===== config.mk =====
export PLATFORM = sky130hd
export DESIGN_NAME = pipe_spawner
export DESIGN_NICKNAME = d
export VERILOG_FILES = /design/src/rtl/pipe_spawner.sv
export SDC_FILE = /design/constraint.sdc
export NUM_CORES = 1
export LEC_CHECK = 0
export CORE_MARGIN = 1
export CORE_UTILIZATION = 30
export CTS_CLUSTER_SIZE = 12
export DETAILED_ROUTE_END_ITERATION = 16
export PLACE_DENSITY = 0.52
export SLEW_MARGIN = 40
export SYNTH_ARGS = -nofsm -noshare
export SYNTH_HDL_FRONTEND = slang
export SYNTH_SLANG_ARGS = --single-unit

===== constraint.sdc =====
create_clock -name clk -period 2.3 [get_ports clk]
set_input_delay 0.575 -clock clk [delete_from_list [all_inputs] [get_ports clk]]
set_output_delay 0.575 -clock clk [all_outputs]
set_load 0.02 [all_outputs]

===== src/rtl/pipe_spawner.sv =====
// pipe_spawner: source end of the obstacle light chain. Emits one-cycle
//   column pulses (all rows lit except a pseudo-random GAP-row opening) that
//   feed the rightOn inputs of the rightmost light-cell column.
// Ports: clk/reset (async, active-high); enable = step strobe; start = leave
//   IDLE; lose = freeze; column/spawned = registered one-cycle emission;
//   running = not IDLE; pipes_sent = saturating pipe count.
module pipe_spawner #(
  parameter int unsigned ROWS    = 8,
  parameter int unsigned GAP     = 3,
  parameter int unsigned SPACING = 4,
  parameter logic [7:0]  SEED    = 8'hA5
) (
  input  logic            clk,
  input  logic            reset,
  input  logic            enable,
  input  logic            start,
  input  logic            lose,
  output logic [ROWS-1:0] column,
  output logic            spawned,
  output logic            running,
  output logic [7:0]      pipes_sent
);

  localparam int unsigned W  = $clog2(ROWS);
  localparam int unsigned CW = (SPACING > 0) ? $clog2(SPACING + 1) : 1;
  localparam int unsigned SPAN = ROWS - GAP;

  // Elaboration-time sanity checks on the parameter set.
  generate
    if (GAP < 1 || GAP >= ROWS) begin : g_bad_gap
      $error("pipe_spawner: GAP must satisfy 1 <= GAP < ROWS");
    end
    if (2 * (ROWS - GAP) < (1 << W) - 1) begin : g_bad_fold
      $error("pipe_spawner: 2*(ROWS-GAP) must be >= 2^W - 1");
    end
    if (SEED == 8'h00) begin : g_bad_seed
      $error("pipe_spawner: SEED must be nonzero");
    end
  endgenerate

  typedef enum logic {
    IDLE = 1'b0,
    RUN  = 1'b1
  } state_t;

  state_t          state_q, state_d;
  logic [CW-1:0]   cnt_q, cnt_d;
  logic [7:0]      lfsr_q, lfsr_d;
  logic [7:0]      pipes_q, pipes_d;
  logic [ROWS-1:0] column_q, column_d;
  logic            spawned_q, spawned_d;

  logic [W:0]      pos_raw;
  logic [W:0]      pos;
  logic [ROWS-1:0] gap_col;
  logic [7:0]      lfsr_next;

  // Fibonacci LFSR step; only taken when a pipe is emitted.
  assign lfsr_next = {lfsr_q[6:0], lfsr_q[7] ^ lfsr_q[5] ^ lfsr_q[4] ^ lfsr_q[3]};

  // Gap start row. The raw LFSR slice can exceed the last legal start row,
  // so out-of-range values are folded back down by SPAN.
  always_comb begin
    pos_raw = {1'b0, lfsr_q[W-1:0]};
    if (pos_raw > (W+1)'(SPAN)) begin
      pos = pos_raw - (W+1)'(SPAN);
    end else begin
      pos = pos_raw;
    end
    gap_col = '0;
    for (int r = 0; r < int'(ROWS); r++) begin
      gap_col[r] = !((r >= int'(pos)) && (r <= int'(pos) + int'(GAP) - 1));
    end
  end

  // Next-state / emission logic. column and spawned default to 0 so a pulse
  // lasts exactly one cycle; lose blocks every other update.
  always_comb begin
    state_d   = state_q;
    cnt_d     = cnt_q;
    lfsr_d    = lfsr_q;
    pipes_d   = pipes_q;
    column_d  = '0;
    spawned_d = 1'b0;

    if (!lose) begin
      case (state_q)
        IDLE: begin
          // An enable arriving with start is deliberately not counted.
          if (start) begin
            state_d = RUN;
            cnt_d   = CW'(SPACING);
          end
        end
        RUN: begin
          if (enable) begin
            if (cnt_q == '0) begin
              column_d  = gap_col;
              spawned_d = 1'b1;
              cnt_d     = CW'(SPACING);
              lfsr_d    = lfsr_next;
              if (pipes_q != 8'hFF) begin
                pipes_d = pipes_q + 8'd1;
              end
            end else begin
              cnt_d = cnt_q - CW'(1);
            end
          end
        end
        default: state_d = IDLE;
      endcase
    end
  end

  always_ff @(posedge clk or posedge reset) begin
    if (reset) begin
      state_q   <= IDLE;
      cnt_q     <= CW'(SPACING);
      lfsr_q    <= SEED;
      pipes_q   <= 8'd0;
      column_q  <= '0;
      spawned_q <= 1'b0;
    end else begin
      state_q   <= state_d;
      cnt_q     <= cnt_d;
      lfsr_q    <= lfsr_d;
      pipes_q   <= pipes_d;
      column_q  <= column_d;
      spawned_q <= spawned_d;
    end
  end

  assign column     = column_q;
  assign spawned    = spawned_q;
  assign running    = (state_q == RUN);
  assign pipes_sent = pipes_q;

endmodule


==> flow_summary.yaml, run 1 <==
worst_setup_path:
  crit_cells: 1
  worst-path-buf-inv: 1
  critPathLaunch: "running"
  cp-end-kind: "output pin"
  slowest_stage: "clkdlybuf4s50_1"
  cp_max_fo: 7
  critical_path_class: "reg2out"
  path_cells: "clkdlybuf4s50_1"
  crit_end: "running"
  regToRegSetupSlack_ps: 350
  cpLargestDelayFamily: "buffers and inverters"
  critPathMaxStageDelay_ps: 660
  r2r-end: "column[2]"
  rr_worst_depth: 6
  required_ps: 1730
  r2r_start: "lfsr_q[0]"
  startpoint_type: "flip-flop"
  critPathArrivalTime_ps: 1430
clock_network:
  cts_hold_buf: 0
  cts_resized: 0
  h-tree-depth: 2
  cts_buffers: 5
  cts.clk_slew.worst_paths_ps: 60
  clk_latency_ps: 280
  post_cts_buffers: 0
  cts_tree: "yes"
  cts_sinks: 29
  root_buffer: "clkbuf_8"
  clk_path_buf_depth: 2
die:
  fp.dieH_um: 71.6
  die_w_um: 71.6
  initial_core_util_pct: 32.2
  die_area_um2: 5120
  rows: 24
  core_region_area_um2: 4500
  io_pins: 23
sta:
  whs_ps: 469
  slew_viol_final: 0
  max_freq_mhz: 498
  tightest_slew_ps: 362
  final.setup_skew_ps: 4.36
  setup_slack_ps: 292
  hold_viol: 0
  min_period_over_period_pct: 87.3
  setup_violations: 0
  rsz0062_at_grt: "no"
  tns_ps: 0
  min_period_ps: 2010
  relSlewSlack_pct: 75.9
place:
  dpl.cell_count: 211
  port-buffer-count: 22
  dpl.hpwl_um: 1870
  place.gp.congestion: 0.813
  pre_cts_slack_ps: 128
synthesis:
  synth.distinct_cells: 40
  ys_seq_area_share_pct: 50.4
  synthCells: 139
  syn_area_um2: 1450
  yosysWarnings: 0
  syn-num-nets: 150
  ys_ff_latch: 29
  synthesis.area_per_instance_um2: 10.4
layout:
  final_cells: 219
  area_growth_pct: 27.6
  drive_gt1_share_pct: 16.8
  fin_nets: 177
  diodes: 0
  fill_cells: 445
global_routing:
  grt_start_max_net_pins: 30
  grt_pass1_vias: 983
  grt_pass1_wl_um: 4690
  globalRouteOverflowTotal: 0
  track_usage_pct: 12.1
  antenna_found_initial: 0
route:
  wl_per_cell_um: 12.6
  drt_iter0_drc: 67
  via_per_inst: 4.86
  dr.pass1.iters: 4
  ant_nets: 0
  vias: 1065
  drt-total-wl_um: 2770
  drc: 0
job:
  maxCapViolCount: 0
power_and_ir_drop:
  vdd_drop_max_mv: 0.436
  powerDensity_nw_per_um2: 1070
  power_mw: 1.98
  power_leakage_nw: 0.832
hold_path:
  worst_hold_startpoint: "lfsr_q[7]"
  hold-path-cell-count: 2
  hold_class: "reg2reg"
status:
  status: "finished clean"
==> area by class of cell <==
| class | count | area [µm²] | share of cell area, % |
|---|---|---|---|
| repair buffers | 25 | 243 | 13.1 |
| clock buffers | 7 | 86.3 | 4.66 |
| flip-flops and latches | 29 | 732 | 39.5 |
| multi-input cells | 95 | 656 | 35.4 |
| clock inverters | 1 | 30.0 | 1.62 |
| inverters | 10 | 40.0 | 2.16 |
| well taps | 52 | 65.1 | 3.51 |
==> cells by family (layout without fill, tap and decap cells) <==
kind of cell	Yosys count	count (layout)	synth area share [%]
buffers and inverters	15	43	4.40
xor gates and xnor gates	4	4	2.41
AOI/OAI and AO/OA	26	26	12.6
adders and majority gates	6	6	5.17
muxes	6	6	5.17
and+or+nand+nor	53	53	19.8
DFF	29	29	50.4
==> synthesized netlist by cell type <==
| cell type | number | area share [%] |
|---|---|---|
| dfstp_2 | 5 | 9.1 |
| o2bb2ai_1 | 1 | 0.60 |
| a211oi_1 | 2 | 1.0 |
| nor2b_1 | 5 | 2.2 |
| inv_4 | 1 | 0.43 |
| o21ai_2 | 1 | 0.60 |
| nor4bb_1 | 1 | 0.69 |
| a22o_1 | 1 | 0.60 |
| a21oi_1 | 3 | 1.0 |
| inv_1 | 9 | 2.3 |
| and3_1 | 2 | 0.86 |
| nor3_1 | 2 | 0.69 |
| nand4_2 | 1 | 0.86 |
| and2_1 | 2 | 0.86 |
| clkbuf_2 | 1 | 0.34 |
| a21boi_0 | 1 | 0.52 |
| or3b_2 | 1 | 0.60 |
| xnor2_1 | 4 | 2.4 |
| nand2_1 | 24 | 6.2 |
| buf_4 | 1 | 0.52 |
| nor2_1 | 5 | 1.3 |
| clkbuf_1 | 3 | 0.78 |
| ha_1 | 6 | 5.2 |
| o21ai_0 | 8 | 2.8 |
| nand2b_1 | 3 | 1.3 |
| o2111a_1 | 1 | 0.78 |
| nand3_1 | 3 | 1.0 |
| mux2_4 | 2 | 2.1 |
| a31oi_1 | 2 | 0.86 |
| a32o_1 | 1 | 0.69 |
| a22oi_1 | 1 | 0.52 |
| o221a_2 | 2 | 1.6 |
| a21o_1 | 1 | 0.52 |
| nand4_1 | 1 | 0.43 |
| nand4b_4 | 1 | 1.6 |
| and4_1 | 1 | 0.60 |
| mux2_2 | 4 | 3.1 |
| nor4b_1 | 1 | 0.60 |
| dfrtp_1 | 24 | 41 |
| o21bai_1 | 1 | 0.52 |
==> worst register-to-register path, cell delays in order (launching register included) <==
cell	delay, ps
dfstp_2	650
nand2b_1	150
and2_1	200
ha_1	220
nand2b_1	240
a21boi_0	130
o221a_2	260
==> power by group <==
part           leakage (nW)  internal (mW)  switching, mW
logic                 0.405          0.299          0.340
registers             0.369          0.653          0.140
clock network        0.0585          0.353          0.197
total                 0.832           1.30          0.677
==> per-layer routing <==
| layer | GRT usage, % | vias up | share of wire, % |
|---|---|---|---|
| li1 | - | 529 | - |
| met1 | 16.1 | 507 | 48 |
| met2 | 17.5 | 23 | 45 |
| met3 | 5.06 | 6 | 4.8 |
| met4 | 5.23 | 0 | 1.9 |
| met5 | 0 | - | 0 |
==> metrics by stage <==
step,cell area (µm²),utilization (%)
after floorplan,1450,-
after global placement,1740,38.5
after detailed placement,1740,38.5
after CTS,1850,41.1
after global routing,1850,41.1
final,1850,41.1
==> sequential cells by signal, summed over array words and instances, names as in the netlist <==
name	count
column	8
lfsr_q	8
pipes_sent	8
cnt_q	3
running	1
spawned	1
==> placed cells by master, fill, tap and decap left out, types with 2 or more instances in the layout <==
master	n
a211oi_1	2
a21oi_1	3
a31oi_1	2
and2_1	2
and3_1	2
buf_4	3
clkbuf_8	6
clkdlybuf4s50_1	22
dfrtp_1	24
dfstp_2	5
ha_1	6
inv_1	9
mux2_2	4
mux2_4	2
nand2_1	24
nand2b_1	3
nand3_1	3
nor2_1	5
nor2b_1	5
nor3_1	2
o21ai_0	8
o221a_2	2
xnor2_1	4
==> how the worst min path moves through the flow <==
stage,endpoint,slack [ps]
floorplan,lfsr_q[7],440
global placement,lfsr_q[7],460
detailed placement,lfsr_q[7],460
CTS,lfsr_q[7],470
global route,lfsr_q[7],510
finish,lfsr_q[7],470
Note: power is estimated with default switching activity, not from simulation.
==> run 2, diff against run 1 <==
CORE_MARGIN = 4   (was 1)
TNS_END_PERCENT = 100   (was default)
clock period = 1.9 ns   (was 2.3 ns; I/O delays follow)
==> flow_summary.yaml, run 2 (same netlist as run 1, synthesis figures left out) <==
status:
  status: "finished clean"
route:
  drt_iter0_drc: 66
  drc: 0
  dr.pass1.iters: 4
  via_per_inst: 4.78
  drt-total-wl_um: 2810
  wl_per_cell_um: 12.2
  vias: 1104
  ant_nets: 0
sta:
  final.setup_skew_ps: 6.65
  max_freq_mhz: 541
  slew_viol_final: 0
  hold_viol: 0
  min_period_ps: 1850
  relSlewSlack_pct: 75.6
  tns_ps: 0
  tightest_slew_ps: 366
  whs_ps: 464
  setup_violations: 0
  min_period_over_period_pct: 97.3
global_routing:
  grt_start_max_net_pins: 30
  grt_pass1_vias: 1086
  grt_pass1_wl_um: 4830
  grt_util_met2_pct: 16.4
  track_usage_pct: 10.1
  grtUsageMet1_pct: 11.7
  use_met3_pct: 4.41
  antenna_found_initial: 0
  globalRouteOverflowTotal: 0
  grt_busiest_layer: "met2"
layout:
  fin_nets: 187
  drive_gt1_share_pct: 22.6
  fill_cells: 465
  final_cell_mix: "nand2_1 (24), dfrtp_1 (24), clkdlybuf4s50_1 (21)"
  area_growth_pct: 31.3
  diodes: 0
  design_area_um2: 1910
worst_setup_path:
  required_ps: 1420
  cp_max_fo: 7
  critical_path_class: "reg2out"
  cp-end-kind: "output pin"
  slowest_stage: "clkdlybuf4s50_1"
  cpLargestDelayFamily: "buffers and inverters"
  r2r_start: "lfsr_q[2]"
  startpoint_type: "flip-flop"
  rr_worst_depth: 6
  regToRegSetupSlack_ps: 110
  r2r-end: "column[1]"
  worst-path-buf-inv: 1
  critPathMaxStageDelay_ps: 650
  critPathArrivalTime_ps: 1370
  path_cells: "clkdlybuf4s50_1"
clock_network:
  cts_hold_buf: 0
  clk_path_buf_depth: 2
  cts.clk_slew.worst_paths_ps: 60
  cts_tree: "yes"
  clk_latency_ps: 280
  cts_buffers: 5
  cts_sinks: 29
  h-tree-depth: 2
  root_buffer: "clkbuf_8"
hold_path:
  hold-path-cell-count: 2
  hold_end: "lfsr_q[7]"
  worst_hold_startpoint: "lfsr_q[7]"
  hold_class: "reg2reg"
job:
  maxCapViolCount: 0
die:
  initial_core_util_pct: 30.9
  core_region_area_um2: 4690
  io_pins: 23
  rows: 25
  die_w_um: 77.6
  die_area_um2: 6010
  fp.dieH_um: 77.6
power_and_ir_drop:
  power_mw: 2.34
  vdd_drop_max_mv: 0.586
  powerDensity_nw_per_um2: 1230
  power_leakage_nw: 0.887
place:
  port-buffer-count: 22
  dpl.hpwl_um: 2030
  place.gp.congestion: 0.827
  dpl-instance-area_um2: 1810
[run 2: changes by cell type in the layout (fill, tap and decap cells not counted), sizes merged]
cell,before,now
bufinv,1,0
clkdlybuf4s50,22,21
clkinv,0,2
buf,3,13
clkbuf,7,6
dlymetal6s2s,0,1
[run 2: repair_timing]
item,4_1_cts,5_1_grt
resized for setup,0,3
endpoints found under the setup margin,0,2
buffers inserted,0,0
[run 2: area by class of cell]
class,count,area (µm²),area share (%)
Clock inverter,2,10.0,0.525
Inverter,10,40.0,2.10
Multi-Input combinational cell,95,663,34.8
Clock buffer,6,72.6,3.81
Tap cell,54,67.6,3.55
Timing Repair Buffer,35,320,16.8
Sequential cell,29,732,38.4
[run 2: layer usage]
layer / up-vias / wire length (µm)
li1: 554 / -
met1: 514 / 1230
met2: 28 / 1340
met3: 8 / 189
met4: 0 / 42
met5: - / 0
[run 2: worst max path at each step]
stage	from	to	slack, ps	depth (start not counted)
2_1_floorplan	lfsr_q[2]	column[1]	10	8
3_3_place_gp	enable	pipes_sent[5]	40	5
3_5_place_dp	enable	pipes_sent[5]	9	5
4_1_cts	lfsr_q[2]	column[1]	30	6
5_1_grt	lfsr_q[0]	column[5]	-0.6	6
6_report	pipes_sent[3]	pipes_sent[3]	50	1
[run 2: through the flow]
stage,std cells,utilization [%],setup slack (ps)
floorplan,139,-,13.7
global placement,223,38.6,41.8
detailed placement,223,38.6,9.40
CTS,231,40.4,25.9
global route,231,40.6,-0.624
finish,231,40.6,51.0
[run 2: power breakdown]
group	internal (mW)	total [mW]	switching, mW
sequential	0.788	0.916	0.128
clock	0.253	0.479	0.227
combinational	0.464	0.943	0.478
